File: src/rtl/hazard_stall_unit.sv
// Purpose: load-use hazard detection with multi-cycle bubble insertion, memory-busy freeze and branch flush.
// Latency: all control outputs are combinational (zero cycles); o_stall_count updates on the next rising edge.
// Backpressure: i_mem_busy freezes the whole pipeline and stalls the bubble sequence without consuming bubbles.
//
// Ports:
//   i_clock, i_reset             rising-edge clock, synchronous active-high reset
//   i_instruction_rs/_rt         source registers of the instruction in IF/ID
//   i_uses_rt                    IF/ID instruction reads rt as a source
//   i_id_ex_rt, i_id_ex_MemRead  destination and load flag of the instruction in ID/EX
//   i_branch_taken               branch in ID resolved taken this cycle
//   i_mem_busy                   data memory not ready
//   o_PCWrite, o_if_id_write     PC / IF/ID write enables
//   o_control_mux                1 = zero the control word entering ID/EX (bubble)
//   o_if_id_flush                squash the fetched instruction
//   o_freeze                     hold ID/EX, EX/MEM, MEM/WB
//   o_stall_count                saturating count of bubble cycles since reset
module hazard_stall_unit #(
    parameter int unsigned NB_REG            = 5,
    parameter int unsigned LOAD_STALL_CYCLES = 1,
    parameter int unsigned NB_STALL_CNT      = 16
) (
    input  logic                    i_clock,
    input  logic                    i_reset,
    input  logic [NB_REG-1:0]       i_instruction_rs,
    input  logic [NB_REG-1:0]       i_instruction_rt,
    input  logic                    i_uses_rt,
    input  logic [NB_REG-1:0]       i_id_ex_rt,
    input  logic                    i_id_ex_MemRead,
    input  logic                    i_branch_taken,
    input  logic                    i_mem_busy,
    output logic                    o_PCWrite,
    output logic                    o_if_id_write,
    output logic                    o_control_mux,
    output logic                    o_if_id_flush,
    output logic                    o_freeze,
    output logic [NB_STALL_CNT-1:0] o_stall_count
);

    typedef enum logic {
        IDLE  = 1'b0,
        STALL = 1'b1
    } state_t;

    state_t     state, state_nxt;
    logic [2:0] cnt, cnt_nxt;
    logic       hazard;
    logic       stall;
    logic       bubble;

    // Register 0 is hardwired to zero, so a load targeting it never creates a dependency.
    assign hazard = i_id_ex_MemRead
                 && (i_id_ex_rt != '0)
                 && ((i_instruction_rs == i_id_ex_rt)
                     || (i_uses_rt && (i_instruction_rt == i_id_ex_rt)));

    // Once in STALL the remaining bubbles are committed; hazard inputs no longer matter.
    assign stall  = ((state == IDLE) && hazard) || (state == STALL);

    // A bubble is only spent when the pipeline actually advances.
    assign bubble = stall && !i_mem_busy;

    always_ff @(posedge i_clock) begin
        if (i_reset) begin
            state         <= IDLE;
            cnt           <= '0;
            o_stall_count <= '0;
        end else begin
            state <= state_nxt;
            cnt   <= cnt_nxt;
            if (bubble && (o_stall_count != {NB_STALL_CNT{1'b1}})) begin
                o_stall_count <= o_stall_count + {{(NB_STALL_CNT-1){1'b0}}, 1'b1};
            end
        end
    end

    // Next-state: cnt holds the number of bubbles still owed after the current one.
    always_comb begin
        state_nxt = state;
        cnt_nxt   = cnt;
        if (!i_mem_busy) begin
            case (state)
                IDLE: begin
                    if (hazard && (LOAD_STALL_CYCLES > 1)) begin
                        state_nxt = STALL;
                        cnt_nxt   = 3'(LOAD_STALL_CYCLES - 1);
                    end
                end
                STALL: begin
                    cnt_nxt = cnt - 3'd1;
                    if (cnt == 3'd1) begin
                        state_nxt = IDLE;
                    end
                end
                default: begin
                    state_nxt = IDLE;
                    cnt_nxt   = '0;
                end
            endcase
        end
    end

    // Outputs: reset forces free-running pipeline; then memory freeze, then stall, then branch flush.
    always_comb begin
        o_PCWrite     = 1'b1;
        o_if_id_write = 1'b1;
        o_control_mux = 1'b0;
        o_if_id_flush = 1'b0;
        o_freeze      = 1'b0;
        if (!i_reset) begin
            if (i_mem_busy) begin
                o_freeze      = 1'b1;
                o_PCWrite     = 1'b0;
                o_if_id_write = 1'b0;
            end else if (stall) begin
                o_PCWrite     = 1'b0;
                o_if_id_write = 1'b0;
                o_control_mux = 1'b1;
            end else begin
                // A taken branch under stall/freeze is re-presented later, so flush only here.
                o_if_id_flush = i_branch_taken;
            end
        end
    end

endmodule
File: config.mk
export PLATFORM = sky130hd
export DESIGN_NAME = hazard_stall_unit
export DESIGN_NICKNAME = d
export VERILOG_FILES = /design/src/rtl/hazard_stall_unit.sv
export SDC_FILE = /design/constraint.sdc
export NUM_CORES = 1
export LEC_CHECK = 0
export CAP_MARGIN = 0
export CORE_UTILIZATION = 30
export DETAILED_ROUTE_END_ITERATION = 6
export PLACE_DENSITY = 0.57
export REMOVE_ABC_BUFFERS = 1
export SLEW_MARGIN = 20
export SYNTH_ARGS = -nofsm -noshare
export SYNTH_HDL_FRONTEND = slang
export SYNTH_SLANG_ARGS = --single-unit
File: constraint.sdc
create_clock -name i_clock -period 2.5 [get_ports i_clock]
set_input_delay 0.25 -clock i_clock [delete_from_list [all_inputs] [get_ports i_clock]]
set_output_delay 0.25 -clock i_clock [all_outputs]
set_load 0.01 [all_outputs]
* Word level (Yosys, flattened, before mapping)
Index checks and enable logic that the tools add are counted.
Storage, ports and cells: output and inout port bits 21, input bits 21, bits in registers 20, logic and storage cells 35
Operators by class: mux-type cells 13, equal/unequal tests 4, $add $sub $neg 2, bitwise gates (word level) 2, reduce and logical (&&, ||, !) cells 11
Operators with widths (count):
- 16-bit by 1-bit adder with 16-bit output (second input constant) | 1
- 16-bit inequality test (second input constant) | 1
- 1-bit 2-to-1 mux | 13
- 5-bit == test | 2
- 1-bit logical AND | 6
- 5-bit nonzero test | 1
- 3-bit by 1-bit == test with 1-bit output (second input constant) | 1
- 3-bit by 1-bit subtractor with 3-bit output (second input constant) | 1
- 1-bit logical OR | 2
- 1-bit NOT | 2
- 2-bit AND reduction | 1
- 1-bit logical NOT | 1

* Logic depth before layout (Yosys ltp)
Gate-level depths: netlist of the first run.
word-level depth 9, gate-level depth with buffers 8, gate-level depth less buffers 7

* Worst setup path after synthesis of the first run
Ideal clock, no wire load.
kind register to register, from register o_stall_count[0], to register o_stall_count[14], library setup time 0.123 ns, setup slack 0.412 ns, arrival 1.965 ns, stages on the path, launching flop included 8, cell sequence dfxtp_1 ha_1 nand4_1 nor4_1 or2_2 clkbuf_1 nor3_1 mux2_1
On the way: cells in the longest elaborated chain, start to end 2
RTL lines:
- start: declaration | RTL line 36 | output logic [NB_STALL_CNT-1:0] o_stall_count
- start signal: assignment | RTL line 71 | o_stall_count <= o_stall_count + {{(NB_STALL_CNT-1){1'b0}}, 1'b1};
- branches (longest 2 deep; another with 16-bit by 1-bit adder with 16-bit output)
Parallel ways; which one is timed is not known. A chain may end at the register's enable or synchronous reset.

* Final worst setup path of the first run
from input i_id_ex_rt[1], to output o_if_id_flush
On the way: cells in the longest elaborated chain, start to end 9
RTL lines:
- start: declaration | RTL line 27 | input logic [NB_REG-1:0] i_id_ex_rt,
- 5-bit == test | RTL line 54 | || (i_uses_rt && (i_instruction_rt == i_id_ex_rt)));
- 1-bit logical AND | RTL line 54
- 1-bit logical OR | RTL line 54
- 1-bit logical AND * | RTL line 53 | && ((i_instruction_rs == i_id_ex_rt)
- 1-bit logical AND * | RTL line 57 | assign stall = ((state == IDLE) && hazard) || (state == STALL);
- 1-bit logical OR * | RTL line 57
- 1-bit 2-to-1 mux * | RTL line 114 | end else if (stall) begin
- 1-bit 2-to-1 mux * | RTL line 110 | if (i_mem_busy) begin
- 1-bit 2-to-1 mux * | RTL line 109 | if (!i_reset) begin
- end: declaration | RTL line 34 | output logic o_if_id_flush,
Mark *: on every way between the ends. The rest lies on a longest branch, timed or not.

==> results of run 1 <==
## logic make-up (layout without fill, tap and decap cells)
family / Yosys count / count (layout) / share of synthesized area (%)
AND/OR/NAND/NOR: 66 / 66 / 29.6
buffers and inverters: 13 / 58 / 5.01
XOR/XNOR: 12 / 12 / 8.60
multiplexers: 4 / 4 / 3.68
flip-flops: 20 / 20 / 32.8
AO/OA/AOI/OAI: 32 / 32 / 17.3
adder cells (fa/ha/maj): 3 / 3 / 3.07
## sequential cells by signal, summed over array words and instances (netlist names)
name / cells
o_stall_count: 16
cnt: 3
state: 1
## report_power, final
group          switching, W  internal [W]   total, W  leakage (nW)
Sequential      0.000000533      0.000319   0.000319         0.161
Combinational     0.0000426     0.0000541  0.0000968         0.415
Clock              0.000103      0.000107   0.000211        0.0216
Total              0.000146      0.000480   0.000627         0.598
## per-layer routing
layer	routed length [um]	share of wire (%)	track usage [%]
met1	1500	46	20.1
met2	1560	48	27.8
met3	139	4.3	3.79
met4	45	1.4	5.71
met5	0	0	0
## how the worst max path moves through the flow
stage,end,depth (start not counted),slack (ps)
after global routing,o_if_id_flush,6,2
after detailed placement,o_if_id_flush,6,-190
after global placement,o_if_id_flush,6,-160
after CTS,o_if_id_flush,6,110
final,o_if_id_flush,6,140
after floorplan,o_stall_count[5],6,600
## layout by cell type, fill, tap and decap left out, types with 3 or more instances in the layout
cell type and instances:
sky130_fd_sc_hd__clkdlybuf4s50_1 37, sky130_fd_sc_hd__dfxtp_1 20, sky130_fd_sc_hd__nor2_1 14, sky130_fd_sc_hd__a21oi_1 13, sky130_fd_sc_hd__xor2_1 10, sky130_fd_sc_hd__buf_4 10
sky130_fd_sc_hd__or4_1 9, sky130_fd_sc_hd__nand3_1 9, sky130_fd_sc_hd__nand2_1 9, sky130_fd_sc_hd__o31ai_1 9, sky130_fd_sc_hd__nor2b_1 6, sky130_fd_sc_hd__nand4_1 6
sky130_fd_sc_hd__inv_1 4, sky130_fd_sc_hd__nor3_1 4, sky130_fd_sc_hd__dlygate4sd2_1 4, sky130_fd_sc_hd__o21ai_0 3, sky130_fd_sc_hd__ha_1 3, sky130_fd_sc_hd__clkbuf_8 3
## critical path: stages
cell and delay [ps]:
sky130_fd_sc_hd__clkdlybuf4s50_1 450, sky130_fd_sc_hd__or4_1 570, sky130_fd_sc_hd__o21ai_2 170, sky130_fd_sc_hd__o21bai_1 140, sky130_fd_sc_hd__nor4b_2 250, sky130_fd_sc_hd__dlygate4sd2_1 290
## stage by stage
step / power, W / TNS [ps] / util (%) / cell area, um2 / instances
6_report: 0.000627 / 0 / 46.9 / 1770 / 243
5_1_grt: 0.000660 / 0 / 46.9 / 1770 / 243
4_1_cts: 0.000640 / 0 / 46.6 / 1760 / 243
3_5_place_dp: 0.000424 / -471 / 45.7 / 1720 / 240
3_3_place_gp: 0.000422 / -281 / 45.7 / 1720 / 240
2_1_floorplan: 0.000355 / 0 / - / 1180 / 141
## final cells by class
class                           count  area [um2]  share of cell area [%]
Clock buffer                        3        41.3                    2.34
Inverter                            4        15.0                   0.849
Tap cell                           48        60.1                    3.40
Sequential cell                    20         400                    22.6
Timing Repair Buffer               51         480                    27.2
Multi-Input combinational cell    117         771                    43.6
## what timing repair did
action / 4_1_cts / 5_1_grt
resized for setup: 4 / 2
pin swaps: 0 / 0
setup endpoints to repair: 4 / 1
==> out/summary.md, run 1 <==
## CTS
• **Clock Latency Late Sink** 260 ps
• **Setup Fix Bufs, Post-CTS** 0
• **root cell of the clock tree** sky130_fd_sc_hd__clkbuf_8
• **clock tree from TritonCTS** yes
• **sink count of the clock tree** 20
• **total of hold buffers inserted after clock tree synthesis** 0
• **H-Tree Depth** 1
• **buffer depth of the longest clock path** 2
• **clock slew at the register clock pins of the worst setup and hold paths** 70 ps
• **clock buffers created by TritonCTS** 3

## Hold path
• **Worst Hold Launch** state
• **Cells on Worst Hold Path** 2
• **path category of the worst min-delay check** reg -> reg
• **worst min-delay path endpoint** state

## Logic synthesis
• **largest cells by area after synthesis** sky130_fd_sc_hd__dfxtp_1 33%, sky130_fd_sc_hd__xor2_1 7.2%, sky130_fd_sc_hd__o31ai_1 5.5%
• **Distinct cells, synth** 35
• **most repeated cell in the gate-level netlist after synthesis** sky130_fd_sc_hd__dfxtp_1
• **Post-synth ARST share** 0%
• **Synth Flop Type** sky130_fd_sc_hd__dfxtp_1
• **count of state elements after synthesis** 20
• **count of flip-flops with a built-in enable after synthesis** 0
• **Avg Inst Size Synth** 8.15 um2
• **sequential area share after synthesis** 32.8%
• **Yosys top cell area share** 32.8%
• **leading cell types by count after synthesis** 20 x sky130_fd_sc_hd__dfxtp_1, 14 x sky130_fd_sc_hd__nor2_1, 13 x sky130_fd_sc_hd__a21oi_1
• **biggest area consumer among synthesized cells** sky130_fd_sc_hd__dfxtp_1
• **summed instance area of the synthesized netlist** 1220 um2
• **Synthesis Warnings** 0
• **Post-Synthesis Cells** 150

## Floorplanning
• **height of the chip** 65.8 um
• **Std-Cell Core Area** 3770 um2
• **num rows** 22
• **die area** 4330 um2
• **I/O pin count** 42
• **Initial Utilization** 32.4%
• **die width** 65.8 um

## Power
• **maximum resistive drop on vdd** 0.259 mV
• **pwr/cell area** 354 nW/um2
• **Lkg Pwr** 0.598 nW

## Critical path
• **worst reg2reg endpoint** o_stall_count[5]
• **worst endpoint data arrival time** 2110 ps
• **data required time at the worst endpoint** 2250 ps
• **startpoint type of the worst setup path** input port
• **largest fanout on the critical path** 3
• **worst r2r src** o_stall_count[0]
• **R2R depth** 6
• **critical path start-end classification** in -> out
• **endpoint kind of the worst setup timing path** output port
• **worst setup slack for register-to-register paths** 380 ps
• **launch point of the worst path** i_id_ex_rt[1]

## Route
• **average wire per cell in the routed design** 13.3 um
• **number of iterations in the first detailed-routing pass** 4
• **Antenna Nets Post-Route** 0
• **number of vias after detailed routing** 1267
• **Vias/cell** 5.21
• **number of DRC markers in iteration 0** 77
• **number of remaining DRC errors** 0
• **routed wire length** 3.24 mm

## Global route
• **first-pass GRT wire length** 5.41 mm
• **maximum number of pins on one net before global-route repair** 21
• **global-route usage over all layers** 16.4%
• **number of antenna violations at the first check in global routing** 0
• **number of global-route vias before repair** 1210
• **final global-route overflow total** 0

## Outcome
• **status** finished clean

## Placed design
• **detailed placer's ending HPWL** 2.46 mm
• **pre-CTS WS** -192 ps
• **count of buffers inserted at the top-level ports** 41
• **final weighted congestion in routability-driven placement** 0.873

## Timing
• **pins over their slew limit** 0
• **actual transition at the worst max-transition pin** 385 ps
• **worst setup slack after layout** 137 ps
• **Max-slew headroom** 74.1%
• **post-layout minimum cycle time** 2360 ps
• **Worst Clk Skew** 2.27 ps
• **worst hold slack across all endpoints** 489 ps
• **Max Freq** 0.423 GHz
• **final setup vio count** 0
• **Final period util** 94.5%
• **RSZ-0062 raised after global routing** no
• **total count of hold-check failures in the final report** 0

## Layout
• **P&R area growth vs syn** 44.6%
• **final net count** 221
• **filler instances** 361
• **fraction of final layout cells sized beyond drive strength 1** 10.3%
• **total inserted antenna cells** 0

## Job
• **maxcap violations** 0

(Power assumes the default switching activity.)
==> run 2: changes to the inputs <==
- PLACE_DENSITY: 0.57 -> 0.59
- clock period: 2.5 -> 1.97 ns (I/O delays scaled with it)
==> out/summary.md, run 2 (synthesis results as in run 1) <==
## Outcome
• **status** finished clean, unchanged

## Global route
• **number of global-route vias before repair** 1317, was 1210
• **final global-route overflow total** 0, unchanged
• **first-pass GRT wire length** 6.09 mm, was 5.41 mm
• **maximum number of pins on one net before global-route repair** 20, was 21
• **global-route usage over all layers** 18.1%, was 16.4%
• **number of antenna violations at the first check in global routing** 0, unchanged

## Power
• **Lkg Pwr** 0.769 nW, was 0.598 nW
• **pwr/cell area** 483 nW/um2, was 354 nW/um2
• **maximum resistive drop on vdd** 0.241 mV, was 0.259 mV

## Route
• **number of vias after detailed routing** 1368, was 1267
• **routed wire length** 3.78 mm, was 3.24 mm
• **Vias/cell** 5.24, was 5.21
• **average wire per cell in the routed design** 14.5 um, was 13.3 um
• **number of DRC markers in iteration 0** 39, was 77
• **number of iterations in the first detailed-routing pass** 4, unchanged
• **Antenna Nets Post-Route** 0, unchanged
• **number of remaining DRC errors** 0, unchanged

## CTS
• **clock slew at the register clock pins of the worst setup and hold paths** 80 ps, was 70 ps
• **H-Tree Depth** 1, unchanged
• **total of hold buffers inserted after clock tree synthesis** 0, unchanged
• **Clock Latency Late Sink** 270 ps, was 260 ps
• **clock tree from TritonCTS** yes, unchanged
• **clock buffers created by TritonCTS** 3, unchanged
• **buffer depth of the longest clock path** 2, unchanged
• **sink count of the clock tree** 20, unchanged
• **root cell of the clock tree** sky130_fd_sc_hd__clkbuf_8, unchanged

## Critical path
• **Critical path buffers and inverters** 2, unchanged
• **critical path start-end classification** in -> reg, was in -> out
• **cell family with the largest share of critical-path delay** simple AND/OR/NAND/NOR gates, unchanged
• **endpoint kind of the worst setup timing path** flop, was output port
• **longest individual stage delay on the worst path** 530 ps, was 570 ps
• **standard cell with the maximum stage delay on the critical path** sky130_fd_sc_hd__or4_4, was sky130_fd_sc_hd__or4_1
• **worst endpoint data arrival time** 2120 ps, was 2110 ps
• **data required time at the worst endpoint** 2170 ps, was 2250 ps
• **largest fanout on the critical path** 6, was 3
• **cell-by-cell listing of the critical path** dlygate4sd2_1 -> xor2_1 -> nor4_2 -> a32oi_2 -> o21ba_4 -> buf_6 -> or4_4 -> a21oi_2, was clkdlybuf4s50_1 -> or4_1 -> o21ai_2 -> o21bai_1 -> nor4b_2 -> dlygate4sd2_1
• **startpoint type of the worst setup path** input port, unchanged

## Layout
• **post-layout instance area** 2000 um2, was 1770 um2
• **final cell utilization of the core** 53.1%, was 46.9%
• **fraction of final layout cells sized beyond drive strength 1** 27.2%, was 10.3%
• **final net count** 238, was 221
• **total inserted antenna cells** 0, unchanged
• **registers with the most flip-flops** o_stall_count x16, cnt x3, state x1, unchanged
• **P&R area growth vs syn** 63.9%, was 44.6%
• **top library cells by usage in the layout, fill and taps aside** 22 x sky130_fd_sc_hd__buf_4, 22 x sky130_fd_sc_hd__clkdlybuf4s50_1, 20 x sky130_fd_sc_hd__dfxtp_1, 14 x sky130_fd_sc_hd__nor2_1, 10 x sky130_fd_sc_hd__a21oi_1, was 37 x sky130_fd_sc_hd__clkdlybuf4s50_1, 20 x sky130_fd_sc_hd__dfxtp_1, 14 x sky130_fd_sc_hd__nor2_1, 13 x sky130_fd_sc_hd__a21oi_1
• **max FFs per register** 16, unchanged
• **top register by number of flip-flops** o_stall_count, unchanged

## Timing
• **Worst Clk Skew** 10.4 ps, was 2.27 ps
• **post-layout minimum cycle time** 1920 ps
• **actual transition at the worst max-transition pin** 349 ps, was 385 ps
• **Max Freq** 0.520 GHz
• **Final period util** 97.6%
• **Max-slew headroom** 76.6%, was 74.1%
• **RSZ-0062 raised after global routing** yes, was no
• **final setup vio count** 0, unchanged
• **total count of hold-check failures in the final report** 0, unchanged
• **pins over their slew limit** 0, unchanged

## Floorplanning
• **height of the chip** 65.8 um, unchanged
• **Initial Utilization** 32.4%, unchanged
• **die width** 65.8 um, unchanged
• **Std-Cell Core Area** 3770 um2, unchanged
• **num rows** 22, unchanged
• **die area** 4330 um2, unchanged
• **I/O pin count** 42, unchanged

## Hold path
• **path category of the worst min-delay check** in -> reg, was reg -> reg

## Placed design
• **count of buffers inserted at the top-level ports** 41, unchanged
• **detailed placer's ending HPWL** 2.64 mm, was 2.46 mm
• **dpl cell area** 1800 um2, was 1720 um2
• **final weighted congestion in routability-driven placement** 0.754, was 0.873

## Job
• **maxcap violations** 0, unchanged

## run 2: cell types whose count changed in the layout (fill, tap and decap cells not counted), sizes merged
cell / previous run / this run
buf: 10 / 32
clkbuf: 3 / 4
bufinv: 0 / 1
dlymetal6s2s: 0 / 5
clkdlybuf4s50: 37 / 22
dlygate4sd2: 4 / 5
clkdlybuf4s15: 0 / 3
## run 2: layout make-up
cell class	instances	area, um2
timing repair buffer	68	602
multi-input combinational	117	855
clock inverter	1	30.0
clock buffer	3	41.3
inverter	4	15.0
fill	347	1770
sequential	20	400
tap	48	60.1
## run 2: routing by layer
layer | up-vias | share of wire (%) | global-route usage (%)
li1 | 677 | - | -
met1 | 635 | 44 | 22.9
met2 | 51 | 48 | 31.3
met3 | 5 | 6.6 | 3.28
met4 | 0 | 1.1 | 4.89
met5 | - | 0 | 0
## run 2: per-stage QoR
stage                     hold WS (ps)  setup TNS [ps]  instances  power (W)  worst slack, ps
after floorplan                    266               0        141   0.000451             69.4
after global placement             465           -8440        250   0.000543             -598
after detailed placement           469           -9370        250   0.000546             -668
after CTS                          479           -16.9        260   0.000968            -16.9
after global routing               447           -40.3        261   0.000998            -20.7
final                              384               0        261   0.000968             48.0
## run 2: worst paths after layout
check                     endpoint  depth (start not counted)        startpoint  slack [ps]
setup / recovery  o_stall_count[9]                          8     i_id_ex_rt[4]          50
hold reg to reg              state                          2             state         490
hold / removal    o_stall_count[1]                          4        i_mem_busy         380
setup reg to reg  o_stall_count[9]                          6  o_stall_count[3]         110
## run 2: what timing repair did
item	CTS	global route
buffers inserted	4	1
resized for setup	44	18
endpoints found under the hold margin	0	0
pin swaps	19	13
gates cloned	2	0
setup endpoints to repair	19	13
## run 2: where the power goes
part	switching [W]	internal, W
Sequential	0.000000205	0.000404
Combinational	0.0000686	0.0000741
Clock	0.000149	0.000272
## run 2: worst register-to-register path: stages (launching register included)
cell and delay (ps):
sky130_fd_sc_hd__dfxtp_1 420, sky130_fd_sc_hd__and4_1 240, sky130_fd_sc_hd__nand4_1 110, sky130_fd_sc_hd__nor2_1 300, sky130_fd_sc_hd__nand3_1 140, sky130_fd_sc_hd__or4_4 440, sky130_fd_sc_hd__a21oi_2 140
==> run 3: changes to the inputs <==
- CORE_UTILIZATION: 30 -> 31
- PLACE_DENSITY: 0.59 -> 0.61
- SLEW_MARGIN: 20 -> default
==> out/summary.md, run 3 (synthesis results as in run 1) <==
## Outcome
• **status** finished clean, unchanged

## Power
• **sequential share of power** 42.3%, was 41.8%
• **maximum resistive drop on vdd** 0.312 mV, was 0.241 mV
• **Lkg Pwr** 0.702 nW, was 0.769 nW
• **total net switching power** 0.000207 W, was 0.000218 W
• **switching part of the total** 21.7%, was 22.5%
• **Internal Pwr Total** 0.000749 W, was 0.000750 W
• **clock network fraction of design power** 43.2%, was 43.5%
• **pwr/cell area** 495 nW/um2, was 483 nW/um2
• **PnR Total Power** 0.000956 W, was 0.000968 W
• **Gate power share** 14.5%, was 14.7%

## Route
• **routed wire length** 3.71 mm, was 3.78 mm
• **number of remaining DRC errors** 0, unchanged
• **Antenna Nets Post-Route** 0, unchanged
• **number of iterations in the first detailed-routing pass** 4, unchanged
• **average wire per cell in the routed design** 14.7 um, was 14.5 um
• **Vias/cell** 5.32, was 5.24
• **number of vias after detailed routing** 1347, was 1368
• **number of DRC markers in iteration 0** 50, was 39

## Layout
• **registers with the most flip-flops** o_stall_count x16, cnt x3, state x1, unchanged
• **max FFs per register** 16, unchanged
• **fraction of final layout cells sized beyond drive strength 1** 22.0%, was 27.2%
• **top library cells by usage in the layout, fill and taps aside** 26 x sky130_fd_sc_hd__clkdlybuf4s50_1, 20 x sky130_fd_sc_hd__dfxtp_1, 14 x sky130_fd_sc_hd__nor2_1, 14 x sky130_fd_sc_hd__buf_4, 11 x sky130_fd_sc_hd__a21oi_1, was 22 x sky130_fd_sc_hd__buf_4, 22 x sky130_fd_sc_hd__clkdlybuf4s50_1, 20 x sky130_fd_sc_hd__dfxtp_1, 14 x sky130_fd_sc_hd__nor2_1, 10 x sky130_fd_sc_hd__a21oi_1
• **final standard cell count with taps included and fillers excluded** 253, was 261
• **final net count** 230, was 238
• **total inserted antenna cells** 0, unchanged
• **top register by number of flip-flops** o_stall_count, unchanged
• **most common cell after layout, fill and taps aside** sky130_fd_sc_hd__clkdlybuf4s50_1
• **final cell utilization of the core** 52.0%, was 53.1%
• **P&R area growth vs syn** 58.0%, was 63.9%

## Critical path
• **longest individual stage delay on the worst path** 370 ps, was 530 ps
• **Critical path buffers and inverters** 0, was 2
• **data required time at the worst endpoint** 2120 ps, was 2170 ps
• **endpoint kind of the worst setup timing path** flop, unchanged
• **cell family with the largest share of critical-path delay** simple AND/OR/NAND/NOR gates, unchanged
• **R2R depth** 6, unchanged
• **worst reg2reg endpoint** o_stall_count[5], was o_stall_count[9]
• **critical path start-end classification** reg -> reg, was in -> reg
• **largest fanout on the critical path** 9, was 6
• **standard cell with the maximum stage delay on the critical path** sky130_fd_sc_hd__or2_2, was sky130_fd_sc_hd__or4_4
• **worst setup slack for register-to-register paths** 70 ps, was 110 ps
• **worst r2r src** o_stall_count[0], was o_stall_count[3]
• **worst endpoint data arrival time** 2050 ps, was 2120 ps
• **cell-by-cell listing of the critical path** ha_1 -> nand4_1 -> nor4_2 -> or2_2 -> nor4_1 -> mux2_1, was dlygate4sd2_1 -> xor2_1 -> nor4_2 -> a32oi_2 -> o21ba_4 -> buf_6 -> or4_4 -> a21oi_2
• **startpoint type of the worst setup path** flop, was input port

## CTS
• **clock buffers created by TritonCTS** 3, unchanged
• **root cell of the clock tree** sky130_fd_sc_hd__clkbuf_8, unchanged
• **Clock Latency Late Sink** 260 ps, was 270 ps
• **buffer depth of the longest clock path** 2, unchanged
• **clock tree from TritonCTS** yes, unchanged
• **sink count of the clock tree** 20, unchanged
• **H-Tree Depth** 1, unchanged
• **clock slew at the register clock pins of the worst setup and hold paths** 80 ps, about the same

## Floorplanning
• **num rows** 22, unchanged
• **Initial Utilization** 32.9%, was 32.4%
• **Std-Cell Core Area** 3720 um2, was 3770 um2
• **die width** 64.8 um, was 65.8 um
• **height of the chip** 64.8 um, was 65.8 um
• **die area** 4200 um2, was 4330 um2
• **I/O pin count** 42, unchanged

## Placed design
• **count of buffers inserted at the top-level ports** 41, unchanged
• **cell count after placement** 248, was 250
• **pre-CTS WS** -648 ps, was -668 ps
• **detailed placer's ending HPWL** 2.80 mm, was 2.64 mm
• **final weighted congestion in routability-driven placement** 0.798, was 0.754

## Timing
• **worst setup slack after layout** 74.6 ps, was 48.0 ps
• **setup tns final** 0 ps, unchanged
• **Worst Clk Skew** 5.87 ps, was 10.4 ps
• **RSZ-0062 raised after global routing** yes, unchanged
• **pins over their slew limit** 0, unchanged
• **Max-slew headroom** 75.8%, was 76.6%
• **Final period util** 96.2%, was 97.6%
• **Max Freq** 0.528 GHz, was 0.520 GHz
• **total count of hold-check failures in the final report** 0, unchanged
• **actual transition at the worst max-transition pin** 362 ps, was 349 ps
• **post-layout minimum cycle time** 1900 ps, was 1920 ps
• **final setup vio count** 0, unchanged

## Hold path
• **path category of the worst min-delay check** reg -> reg, was in -> reg
• **worst min-delay path endpoint** state, was o_stall_count[1]
• **Worst Hold Launch** state, was i_mem_busy
• **Cells on Worst Hold Path** 2, was 4

## Global route
• **global-route usage over all layers** 18.0%, was 18.1%
• **number of antenna violations at the first check in global routing** 0, unchanged
• **first-pass GRT wire length** 5.95 mm, was 6.09 mm
• **final global-route overflow total** 0, unchanged
• **maximum number of pins on one net before global-route repair** 14, was 20
• **number of global-route vias before repair** 1300, was 1317

## Job
• **maxcap violations** 0, unchanged

==> run 3: cell type report <==
type                    instances  area, um2
fillers                       373       1780
multi-input cells             117        831
repair buffers                 60        554
flip-flops and latches         20        400
well taps                      48       60.1
clock buffers                   3       41.3
clock inverters                 1       30.0
inverters                       4       15.0
==> run 3: routing by layer <==
metal / track usage (%) / vias up / wire length (um)
met5: 0 / - / 0
met4: 6.11 / 0 / 39
met3: 2.46 / 5 / 282
met2: 31.0 / 48 / 1750
met1: 22.8 / 637 / 1640
li1: - / 657 / -
==> run 3: what timing repair did <==
item                       4_1_cts  5_1_grt
setup buffers                    1        0
setup endpoints to repair       17       15
pin swaps                       10        9
hold buffers                     0        0
gates resized for setup         33       18
==> run 3: through the flow <==
stage                     hold WS, ps  instance area (um2)
final                             494                 1930
after global routing              522                 1930
after CTS                         495                 1870
after detailed placement          484                 1790
after global placement            470                 1790
after floorplan                   266                 1180
==> run 3: power groups by stage <==
stage / registers, W / logic, W / clock network (W)
after floorplan: 0.000414 / 0.0000362 / 0
after global placement: 0.000414 / 0.000131 / 0
after detailed placement: 0.000414 / 0.000134 / 0
after CTS: 0.000404 / 0.000131 / 0.000423
after global routing: 0.000404 / 0.000148 / 0.000433
final: 0.000404 / 0.000138 / 0.000413
==> run 3: how the worst max path moves through the flow <==
stage / end / cells after the start / slack [ps] / startpoint
finish: o_stall_count[5] / 6 / 70 / o_stall_count[0]
global route: o_stall_count[15] / 6 / -20 / o_stall_count[4]
CTS: o_if_id_flush / 7 / 10 / i_instruction_rs[3]
detailed placement: o_PCWrite / 9 / -650 / i_id_ex_rt[1]
global placement: o_if_id_flush / 6 / -560 / i_id_ex_rt[2]
floorplan: o_stall_count[5] / 6 / 70 / o_stall_count[0]
==> run 3: worst register-to-register path: stages, from the launching register on <==
cell and delay (ps):
sky130_fd_sc_hd__dfxtp_1 320, sky130_fd_sc_hd__ha_1 230, sky130_fd_sc_hd__nand4_1 150, sky130_fd_sc_hd__nor4_2 80
sky130_fd_sc_hd__or2_2 370, sky130_fd_sc_hd__nor4_1 300, sky130_fd_sc_hd__mux2_1 350
